<file path="src/rtl/apes_top_core_if.sv">
// Telemetry serial ports (counter and housekeeping) shared by the rocket encoder and the APES core.
interface apes_top_core_if;
    logic Cnt_Gtclk;
    logic Cnt_Invload;
    logic Cnt_Data;
    logic Hk_Gtclk;
    logic Hk_Invload;
    logic Hk_Data;

    modport master (
        output Cnt_Gtclk, Cnt_Invload, Hk_Gtclk, Hk_Invload,
        input  Cnt_Data, Hk_Data
    );

    modport slave (
        input  Cnt_Gtclk, Cnt_Invload, Hk_Gtclk, Hk_Invload,
        output Cnt_Data, Hk_Data
    );
endinterface

</file>
<file path="src/rtl/apes_top_core.sv">
// APES instrument core: 50 pulse counters serialised on the Cnt port, ADC128S102 housekeeping scan
// served on the Hk port, and conditioning of the SAFE/STIM/RESET/HVEN ground commands.
module apes_top_core #(
    localparam int unsigned NCH   = 50,
    localparam int unsigned WBITS = 10
) (
    input  logic             Ext_clk_50mhz,
    input  logic             Gse_reset,
    input  logic [NCH-1:0]   Inpulse,
    input  logic             Safe_cmd,
    input  logic             Stim_cmd_n,
    input  logic             Reset_cmd_n,
    input  logic             Hven_cmd_n,
    apes_top_core_if.slave   tlm,
    output logic             Adc_clk,
    output logic             Adc_sdi,
    output logic             Adc_cs1,
    output logic             Adc_cs2,
    input  logic             Adc_sdo,
    output logic             Mcp_dac_clk,
    output logic             Mcp_dac_sdi,
    output logic             Mcp_dac_cs,
    output logic             Dac1_sck,
    output logic             Dac1_sdi,
    output logic             Dac1_sync_n,
    output logic             Hven,
    output logic             Sync
);
    localparam int unsigned NWORDS      = 52;
    localparam int unsigned HK_WORDS    = 17;
    localparam int unsigned IDX_W       = 6;
    localparam int unsigned HK_IDX_W    = 5;
    localparam int unsigned FC_W        = 7;
    localparam int unsigned ADC_DIV     = 8;
    localparam int unsigned DIV_W       = 3;
    localparam int unsigned HALF_W      = 5;
    localparam int unsigned GAP_HALVES  = 4;
    localparam int unsigned XFER_HALVES = 32;
    localparam int unsigned RES_W       = 12;
    localparam int unsigned NRES        = 16;
    localparam logic [WBITS-1:0] HDR      = 10'h2AA;
    // {sdo, safe, stim_n, hven_n, rst_n, cnt_gt, cnt_inv, hk_gt, hk_inv} at rest
    localparam logic [8:0]       CTL_IDLE = 9'h075;

    typedef enum logic {S_GAP, S_XFER} adc_state_e;

    logic [NCH-1:0]      pls_s1, pls_s2, pls_d, pls_rise;
    logic [8:0]          ctl_s1, ctl_s2;
    logic [4:0]          edg_d;
    logic                hk_inv_s, hk_gt_s, cnt_inv_s, cnt_gt_s, rst_n_s, hven_n_s, stim_n_s, safe_s, sdo_s;
    logic                soft_rst, clr;
    logic                cnt_load, cnt_shift, hk_load, hk_shift, frame_start;
    logic [WBITS-1:0]    cnt  [NCH];
    logic [WBITS-1:0]    snap [NCH];
    logic [WBITS-1:0]    cnt_sh, hk_sh, cnt_word, hk_word;
    logic [IDX_W-1:0]    cnt_idx;
    logic [HK_IDX_W-1:0] hk_idx;
    logic [FC_W-1:0]     frame_cnt;
    logic [2:0]          hv_cnt;
    adc_state_e          adc_state, adc_state_d;
    logic                adc_tick, adc_start, adc_done;
    logic [DIV_W-1:0]    adc_div;
    logic [HALF_W-1:0]   adc_half;
    logic [3:0]          adc_slot;
    logic [14:0]         adc_tx;
    logic [RES_W-1:0]    adc_rx;
    logic [RES_W-1:0]    res [NRES];
    logic                adc_lsb_unused;

    // Two-flop synchronisers plus one delay stage for edge detection
    always_ff @(posedge Ext_clk_50mhz) begin
        if (Gse_reset) begin
            pls_s1 <= '0;
            pls_s2 <= '0;
            pls_d  <= '0;
            ctl_s1 <= CTL_IDLE;
            ctl_s2 <= CTL_IDLE;
            edg_d  <= CTL_IDLE[4:0];
        end else begin
            pls_s1 <= Inpulse;
            pls_s2 <= pls_s1;
            pls_d  <= pls_s2;
            ctl_s1 <= {Adc_sdo, Safe_cmd, Stim_cmd_n, Hven_cmd_n, Reset_cmd_n,
                       tlm.Cnt_Gtclk, tlm.Cnt_Invload, tlm.Hk_Gtclk, tlm.Hk_Invload};
            ctl_s2 <= ctl_s1;
            edg_d  <= ctl_s2[4:0];
        end
    end

    assign {sdo_s, safe_s, stim_n_s, hven_n_s, rst_n_s, cnt_gt_s, cnt_inv_s, hk_gt_s, hk_inv_s} = ctl_s2;
    assign pls_rise    = pls_s2 & ~pls_d;
    assign soft_rst    = ~rst_n_s & ~edg_d[4];
    assign clr         = Gse_reset | soft_rst;
    assign cnt_load    = edg_d[2] & ~cnt_inv_s;
    assign cnt_shift   = edg_d[3] & ~cnt_gt_s;
    assign hk_load     = edg_d[0] & ~hk_inv_s;
    assign hk_shift    = edg_d[1] & ~hk_gt_s;
    assign frame_start = cnt_load & (cnt_idx == '0);

    // Live counters; a pulse edge landing on the frame clear starts the new interval at 1
    always_ff @(posedge Ext_clk_50mhz) begin
        if (clr) begin
            for (int i = 0; i < NCH; i++) begin
                cnt[i]  <= '0;
                snap[i] <= '0;
            end
        end else begin
            for (int i = 0; i < NCH; i++) begin
                if (frame_start) begin
                    snap[i] <= stim_n_s ? cnt[i] : WBITS'(i + 1);
                    cnt[i]  <= WBITS'(pls_rise[i]);
                end else if (pls_rise[i] && cnt[i] != '1) begin
                    cnt[i] <= cnt[i] + WBITS'(1);
                end
            end
        end
    end

    always_comb begin
        cnt_word = HDR;
        if (cnt_idx == IDX_W'(NWORDS - 1))
            cnt_word = {Hven, safe_s, ~stim_n_s, frame_cnt};
        else if (cnt_idx != '0)
            cnt_word = snap[cnt_idx - IDX_W'(1)];
        hk_word = HDR;
        if (hk_idx != '0)
            hk_word = res[hk_idx[3:0] - 4'd1][RES_W-1:2];
        adc_lsb_unused = 1'b0;
        for (int k = 0; k < NRES; k++)
            adc_lsb_unused = adc_lsb_unused ^ (^res[k][1:0]);
    end

    // Telemetry shift registers, MSB first
    always_ff @(posedge Ext_clk_50mhz) begin
        if (clr) begin
            cnt_sh    <= '0;
            cnt_idx   <= '0;
            frame_cnt <= '0;
            Sync      <= 1'b0;
            hk_sh     <= '0;
            hk_idx    <= '0;
        end else begin
            Sync <= frame_start;
            if (cnt_load) begin
                cnt_sh <= cnt_word;
                if (cnt_idx == IDX_W'(NWORDS - 1)) begin
                    cnt_idx   <= '0;
                    frame_cnt <= frame_cnt + FC_W'(1);
                end else begin
                    cnt_idx <= cnt_idx + IDX_W'(1);
                end
            end else if (cnt_shift) begin
                cnt_sh <= {cnt_sh[WBITS-2:0], 1'b0};
            end
            if (hk_load) begin
                hk_sh  <= hk_word;
                hk_idx <= (hk_idx == HK_IDX_W'(HK_WORDS - 1)) ? '0 : hk_idx + HK_IDX_W'(1);
            end else if (hk_shift) begin
                hk_sh <= {hk_sh[WBITS-2:0], 1'b0};
            end
        end
    end

    assign tlm.Cnt_Data = cnt_sh[WBITS-1];
    assign tlm.Hk_Data  = hk_sh[WBITS-1];

    // HV enable needs four consecutive low cycles of the command; soft reset leaves it alone
    always_ff @(posedge Ext_clk_50mhz) begin
        if (Gse_reset) begin
            hv_cnt <= '0;
            Hven   <= 1'b0;
        end else begin
            if (hven_n_s)
                hv_cnt <= '0;
            else if (hv_cnt != 3'd4)
                hv_cnt <= hv_cnt + 3'd1;
            Hven <= ~hven_n_s & (hv_cnt >= 3'd3) & ~safe_s;
        end
    end

    assign adc_tick = (adc_div == DIV_W'(ADC_DIV - 1));

    always_ff @(posedge Ext_clk_50mhz) begin
        if (clr) adc_state <= S_GAP;
        else     adc_state <= adc_state_d;
    end

    always_comb begin
        adc_state_d = adc_state;
        adc_start   = 1'b0;
        adc_done    = 1'b0;
        if (adc_tick) begin
            case (adc_state)
                S_GAP: if (adc_half == HALF_W'(GAP_HALVES - 1)) begin
                    adc_state_d = S_XFER;
                    adc_start   = 1'b1;
                end
                S_XFER: if (adc_half == HALF_W'(XFER_HALVES - 1)) begin
                    adc_state_d = S_GAP;
                    adc_done    = 1'b1;
                end
                default: adc_state_d = S_GAP;
            endcase
        end
    end

    // Each ADC returns the conversion of the address it was sent in its previous frame
    always_ff @(posedge Ext_clk_50mhz) begin
        if (clr) begin
            adc_div  <= '0;
            adc_half <= '0;
            adc_slot <= '0;
            adc_tx   <= '0;
            adc_rx   <= '0;
            Adc_clk  <= 1'b0;
            Adc_sdi  <= 1'b0;
            Adc_cs1  <= 1'b1;
            Adc_cs2  <= 1'b1;
            for (int k = 0; k < NRES; k++) res[k] <= '0;
        end else begin
            adc_div <= adc_div + DIV_W'(1);
            if (adc_tick) begin
                adc_half <= adc_half + HALF_W'(1);
                if (adc_start) begin
                    adc_half <= '0;
                    Adc_cs1  <= adc_slot[3];
                    Adc_cs2  <= ~adc_slot[3];
                    Adc_sdi  <= 1'b0;
                    adc_tx   <= {1'b0, adc_slot[2:0], 11'd0};
                end else if (adc_done) begin
                    adc_half <= '0;
                    Adc_clk  <= 1'b0;
                    Adc_sdi  <= 1'b0;
                    Adc_cs1  <= 1'b1;
                    Adc_cs2  <= 1'b1;
                    res[{adc_slot[3], adc_slot[2:0] - 3'd1}] <= adc_rx;
                    adc_slot <= adc_slot + 4'd1;
                end else if (adc_state == S_XFER) begin
                    if (!Adc_clk) begin
                        Adc_clk <= 1'b1;
                        adc_rx  <= {adc_rx[RES_W-2:0], sdo_s};
                    end else begin
                        Adc_clk <= 1'b0;
                        Adc_sdi <= adc_tx[14];
                        adc_tx  <= {adc_tx[13:0], 1'b0};
                    end
                end
            end
        end
    end

    assign Mcp_dac_clk = 1'b0;
    assign Mcp_dac_sdi = 1'b0;
    assign Mcp_dac_cs  = 1'b1;
    assign Dac1_sck    = 1'b0;
    assign Dac1_sdi    = 1'b0;
    assign Dac1_sync_n = 1'b1;
endmodule

</file>
<file path="src/flat_wrapper.sv">
// flat-port wrapper written by rule: the top's interface ports become plain ports
module apes_top_core_flat 
#(
    localparam int unsigned NCH   = 50,
    localparam int unsigned WBITS = 10
)
  (Ext_clk_50mhz, Gse_reset, Inpulse, Safe_cmd, Stim_cmd_n, Reset_cmd_n, Hven_cmd_n, Adc_clk, Adc_sdi, Adc_cs1, Adc_cs2, Adc_sdo, Mcp_dac_clk, Mcp_dac_sdi, Mcp_dac_cs, Dac1_sck, Dac1_sdi, Dac1_sync_n, Hven, Sync, tlm_Cnt_Gtclk, tlm_Cnt_Invload, tlm_Hk_Gtclk, tlm_Hk_Invload, tlm_Cnt_Data, tlm_Hk_Data);
  apes_top_core_if tlm_i ();
  input  logic Ext_clk_50mhz;
  input  logic Gse_reset;
  input  logic [NCH-1:0] Inpulse;
  input  logic Safe_cmd;
  input  logic Stim_cmd_n;
  input  logic Reset_cmd_n;
  input  logic Hven_cmd_n;
  output logic Adc_clk;
  output logic Adc_sdi;
  output logic Adc_cs1;
  output logic Adc_cs2;
  input  logic Adc_sdo;
  output logic Mcp_dac_clk;
  output logic Mcp_dac_sdi;
  output logic Mcp_dac_cs;
  output logic Dac1_sck;
  output logic Dac1_sdi;
  output logic Dac1_sync_n;
  output logic Hven;
  output logic Sync;
  input wire logic [$bits(tlm_i.Cnt_Gtclk)-1:0] tlm_Cnt_Gtclk;
  input wire logic [$bits(tlm_i.Cnt_Invload)-1:0] tlm_Cnt_Invload;
  input wire logic [$bits(tlm_i.Hk_Gtclk)-1:0] tlm_Hk_Gtclk;
  input wire logic [$bits(tlm_i.Hk_Invload)-1:0] tlm_Hk_Invload;
  output wire logic [$bits(tlm_i.Cnt_Data)-1:0] tlm_Cnt_Data;
  output wire logic [$bits(tlm_i.Hk_Data)-1:0] tlm_Hk_Data;
  assign tlm_i.Cnt_Gtclk = tlm_Cnt_Gtclk;
  assign tlm_i.Cnt_Invload = tlm_Cnt_Invload;
  assign tlm_i.Hk_Gtclk = tlm_Hk_Gtclk;
  assign tlm_i.Hk_Invload = tlm_Hk_Invload;
  assign tlm_Cnt_Data = tlm_i.Cnt_Data;
  assign tlm_Hk_Data = tlm_i.Hk_Data;
  apes_top_core u_core (.Ext_clk_50mhz(Ext_clk_50mhz), .Gse_reset(Gse_reset), .Inpulse(Inpulse), .Safe_cmd(Safe_cmd), .Stim_cmd_n(Stim_cmd_n), .Reset_cmd_n(Reset_cmd_n), .Hven_cmd_n(Hven_cmd_n), .tlm(tlm_i), .Adc_clk(Adc_clk), .Adc_sdi(Adc_sdi), .Adc_cs1(Adc_cs1), .Adc_cs2(Adc_cs2), .Adc_sdo(Adc_sdo), .Mcp_dac_clk(Mcp_dac_clk), .Mcp_dac_sdi(Mcp_dac_sdi), .Mcp_dac_cs(Mcp_dac_cs), .Dac1_sck(Dac1_sck), .Dac1_sdi(Dac1_sdi), .Dac1_sync_n(Dac1_sync_n), .Hven(Hven), .Sync(Sync));
endmodule
</file>
<file path="config.mk">
export PLATFORM = sky130hd
export DESIGN_NAME = apes_top_core_flat
export DESIGN_NICKNAME = d
export VERILOG_FILES = /design/src/rtl/apes_top_core_if.sv /design/src/rtl/apes_top_core.sv /design/src/flat_wrapper.sv
export SDC_FILE = /design/constraint.sdc
export NUM_CORES = 2
export LEC_CHECK = 0
export CAP_MARGIN = 20
export CORE_AREA = 10 10 439 441
export DETAILED_ROUTE_END_ITERATION = 10
export DIE_AREA = 0 0 449 451
export PLACE_DENSITY_LB_ADDON = 0.12
export SLEW_MARGIN = 25
export SYNTH_ARGS = -nofsm -noshare
export SYNTH_HDL_FRONTEND = slang
export SYNTH_SLANG_ARGS = --single-unit
</file>
<file path="constraint.sdc">
create_clock -name Ext_clk_50mhz -period 29.1 [get_ports Ext_clk_50mhz]
set_input_delay 5.82 -clock Ext_clk_50mhz [delete_from_list [all_inputs] [get_ports Ext_clk_50mhz]]
set_output_delay 5.82 -clock Ext_clk_50mhz [all_outputs]
set_load 0.005 [all_outputs]
</file>
# ---- Yosys cells after proc, flatten, opt, wreduce, memory -nomap -nowiden
# Memories as Yosys holds them, arrays and structs flattened.
# Index checks and enable logic that the tools add are counted.
dict set report totals {
  memories 3
  regBits 260
  out_inout_bits 14
  input_bits 61
  ramBits 1192
  elab_cells 836
}
dict set report classes {
  bitwise 175
  n_lt_le_gt_ge 1
  n_addsub 60
  eq_ne 57
  reduce_logical 70
  mux 446
}
# memory depth word_bits rd rd_ports_with_merged_regs write_ports line_no
set memory_table {}
lappend memory_table {u_core.cnt 50 10 50 0 50 apes_top_core.sv:53} ;# logic [WBITS-1:0] cnt [NCH];
lappend memory_table {u_core.snap 50 10 1 0 50 apes_top_core.sv:54} ;# logic [WBITS-1:0] snap [NCH];
lappend memory_table {u_core.res 16 12 1 0 16 apes_top_core.sv:67} ;# logic [RES_W-1:0] res [NRES];
# operator n
set ops {}
lappend ops {{two-way mux 10 bit} 207}
lappend ops {{adder 10 x 1 -> 10 bit, second input constant} 50}
lappend ops {{!= test 10 bit, second input constant} 50}
lappend ops {{two-way mux 1 bit} 228}
lappend ops {{OR 1 bit} 151}
lappend ops {{two-way mux 15 bit} 4}
lappend ops {{bitwise AND 50 bit} 1}
lappend ops {{logical AND 1 bit} 50}
lappend ops {{inverter 50 bit} 1}
lappend ops {{two-way mux 5 bit} 3}
lappend ops {{inverter 1 bit} 14}
lappend ops {{two-way mux 12 bit} 1}
lappend ops {{nonzero test 2 bit} 6}
lappend ops {{OR reduction 12 bit} 1}
lappend ops {{adder 5 x 1 -> 5 bit, second input constant} 2}
lappend ops {{equality test 5 bit, second input constant} 2}
lappend ops {{AND reduction 3 bit} 3}
lappend ops {{bitwise AND 1 bit} 8}
lappend ops {{adder 7 x 1 -> 7 bit, second input constant} 1}
lappend ops {{adder 3 x 1 -> 3 bit, second input constant} 2}
lappend ops {{adder 6 x 1 -> 6 bit, second input constant} 1}
lappend ops {{equality test 6 bit, second input constant} 1}
lappend ops {{logical NOT 6 bit} 1}
lappend ops {{two-way mux 6 bit} 1}
lappend ops {{18 further kinds} 20}

# ---- Depth between registers and ports, before layout
dict set report logic_depth {
  depth_word 11
  mapped_depth 15
  ltp_nobuf 9
}

# ---- Worst setup path after synthesis
# Ideal clock, no wire load.
dict set report synth_path {
  kind {in2reg}
  from {input Gse_reset}
  to {memory u_core.cnt[11][8] (data pin)}
  stages 8
  path_buffers 4
  setup_ns 0.535
  arrival_ns 12.733
  slack_ns 15.832
  path_cell_list {clkbuf_1 or2_2 nor2_2 inv_2 buf_2 buf_1 buf_2 nor3_1}
}
# item line_no
set synth_lines {}
lappend synth_lines {{start: declaration} flat_wrapper.sv:10} ;# input logic Gse_reset;
lappend synth_lines {{end: declaration} apes_top_core.sv:53}

==> impl_metrics.toml <==
[outcome]
status = "complete, no violations"

[power_and_ir_drop]
p_per_area_nw_per_um2 = 64.79
leakagePower_nw = 26.40
peakVddDrop_v = 0.00004298

[clock_tree]
tritoncts = "yes"
cts_resized = 0
clk_path_buf_depth = 3
htree_levels = 4
cts_buffers = 163
root_buffer = "clkbuf_16"
cts_hold_buf = 0
clock-sinks = 1409
clock_latency_ns = 0.79
clk_pin_slew_ns = 0.06
post_cts_buffers = 0

[routing]
routed_wirelength_mm = 162.6
via_count = 39130
firstDrtPassIters = 7
via_per_inst = 5.008
wl_per_cell_um = 20.81
drc = 0
ant_nets = 0
drtIter0Drc = 2615

[global_route]
grt_max_degree = 184
grt_pass1_vias = 39500
antenna_found_initial = 5
use_met3_pct = 2.818
grt.busiest_layer = "met2"
grt_pass1_wl_mm = 248.6
met1_usage_pct = 21.59
overflow = 0
grt_usage_pct = 15.65
use_met2_pct = 24.97

[logic_synthesis]
ys_seq_elements = 1409
syn_area_per_cell_sq_um = 12.37
async_flop_share_pct = 0
syn_inst = 5179
synth_warnings = 0
syn-cell-area_sq_um = 64060
synth.distinct_cells = 71
synth_flop_cell = "edfxtp_1"
yosysSeqAreaShare_pct = 62.16
synth_edf_count = 1160

[floorplan]
design.core.area_sq_um = 184200
die_h_um = 451
die_area_sq_um = 202500
fp-row-count = 158
ios = 75
start_util_pct = 34.77
die_w_um = 449

[placed_design]
place_area_sq_um = 67250
dp_slack_ns = 19.34
place_hpwl_mm = 104.4
portBuffers = 68
gp_congestion = 0.7920
placed_cells = 7507

[hold_path]
min_path_cells = 1
hold_path.class = "reg -> reg"

[timing]
rsz0062_at_grt = "no"
max-slew-margin-rel_pct = 29.83
setup_viol_count_final = 0
period_minus_slack_ns = 8.874
hold_viol = 0
slew_viol_final = 0
setup_tns_ns = 0
max_clock_freq_mhz = 112.7
postLayoutSetupSlackWorst_ns = 20.23
clock_skew_ns = 0.02809
fin_crit_sh_pct = 30.49
worst_pin_slew_ns = 1.046

[critical_path]
end_kind = "flop"
rr_worst_depth = 11
start_kind = "primary input"
slowest_stage = "buf_4"
crit_arrival_ns = 9.49
cp_max_fo = 145
worst_ep_required_time_ns = 29.71
crit_chain = "buf_8, nor2_4, buf_12, nand2_4, inv_8, buf_16, buf_4, a21oi_1, nor3b_1"
critPathMaxStageDelay_ns = 0.83
crit_type = "in -> reg"

[finish]
nets = 5322
stdcell_area_sq_um = 72500
final_cells = 7812
drive_gt1_share_pct = 9.384
syn2layout_area_growth_pct = 13.18

[flow_run]
cap_violations = 0
==> logic make-up (layout without fill, tap and decap cells) <==
family	count (synthesis)	in the layout	share of synthesized area, %
buffers and inverters	476	621	2.969
DFF	1409	1409	62.16
adders and majority gates	68	68	1.328
muxes	200	200	6.432
and+or+nand+nor	2195	2195	17.55
AOI/OAI and AO/OA	402	402	3.659
xor gates and xnor gates	427	427	5.891
other	2	10	0.01172
==> metal layers <==
metal / wire, um / vias to the layer above
li1: - / 18630
met1: 74920 / 19540
met2: 75520 / 723
met3: 7397 / 226
met4: 4715 / 6
met5: 41 / -
==> synth_stat cells (all sizes together) (28+ instances only) <==
cell / number / area share (%)
or2: 28 / 0.27
a21oi: 217 / 1.7
dfxtp: 249 / 7.8
inv: 203 / 1.2
nor2b: 164 / 1.6
nand2: 310 / 1.8
nand2b: 43 / 0.42
mux4: 169 / 5.9
nand3: 255 / 2.0
o21ai: 58 / 0.45
xnor2: 264 / 3.6
mux2i: 28 / 0.44
and3: 481 / 4.7
ha: 68 / 1.3
nand4: 30 / 0.29
xor2: 163 / 2.3
nor3: 40 / 0.34
a31oi: 41 / 0.40
and2: 179 / 1.7
nor2: 587 / 3.4
edfxtp: 1160 / 54
clkbuf: 205 / 1.2
buf: 68 / 0.58
==> cells in the final DEF (no fill, tap or decap), types with 160 or more instances in the layout <==
| cell type | count |
|---|---|
| and3_1 | 481 |
| and2_1 | 178 |
| clkbuf_16 | 172 |
| edfxtp_1 | 1160 |
| nand2_1 | 309 |
| nor2b_1 | 164 |
| nor2_1 | 584 |
| inv_1 | 198 |
| xor2_1 | 160 |
| nand3_1 | 255 |
| mux4_2 | 169 |
| xnor2_1 | 258 |
| a21oi_1 | 217 |
| dfxtp_1 | 246 |
==> flip-flops by register name, indices dropped and copies added (netlist names), 5 cells and up <==
register and flops:
u_core.cnt 500, u_core.hk_sh 10, u_core.pls_d 50, u_core.pls_s1 50
u_core.ctl_s2 9, u_core.ctl_s1 9, u_core.cnt_idx 6, u_core.pls_s2 50
u_core.edg_d 5, u_core.frame_cnt 7, u_core.snap 500, u_core.res 160
u_core.adc_rx 12, u_core.adc_half 5, u_core.hk_idx 5, u_core.cnt_sh 10
==> final timing paths <==
check,endpoint,slack [ns],start
worst max register to register,u_core.cnt[30][9],24.34,u_core.cnt_idx[0]
worst min-delay path,u_core.ctl_s2[5],0.41,u_core.ctl_s1[5]
worst min register to register,u_core.ctl_s2[5],0.41,u_core.ctl_s1[5]
worst max-delay path,u_core.cnt[28][0],20.23,Gse_reset
==> where the power goes <==
part	switching, W	leakage, nW	total [W]	internal (W)
sequential	0.0000792	14.2	0.00238	0.00230
clock	0.000831	2.55	0.00201	0.00118
combinational	0.000189	9.63	0.000302	0.000113
total	0.00110	26.4	0.00470	0.00360
==> per-stage QoR <==
stage,hold WS (ns),total power [W],util (%)
floorplan,0.3895,0.002603,-
global placement,0.4019,0.002729,36.49
detailed placement,0.3981,0.002729,36.50
CTS,0.4129,0.004767,39.32
global route,0.4282,0.004879,39.35
finish,0.4081,0.004697,39.35
==> worst max-delay path: cells and delay by family <==
kind                   cells  cell delay, ns
AND/OR/NAND/NOR            3            0.93
AO/OA/AOI/OAI              1            0.09
buffers and inverters      5            2.30
==> cell type report <==
type	instances	area, sq um
clock buffers	243	4741
inverters	203	777.0
fillers	17710	111700
repair buffers	118	1119
clock inverters	57	460.4
flip-flops and latches	1409	39830
diodes	4	10.01
well taps	2480	3103
multi-input cells	3298	22460
Power figures use the tool's default switching activity.
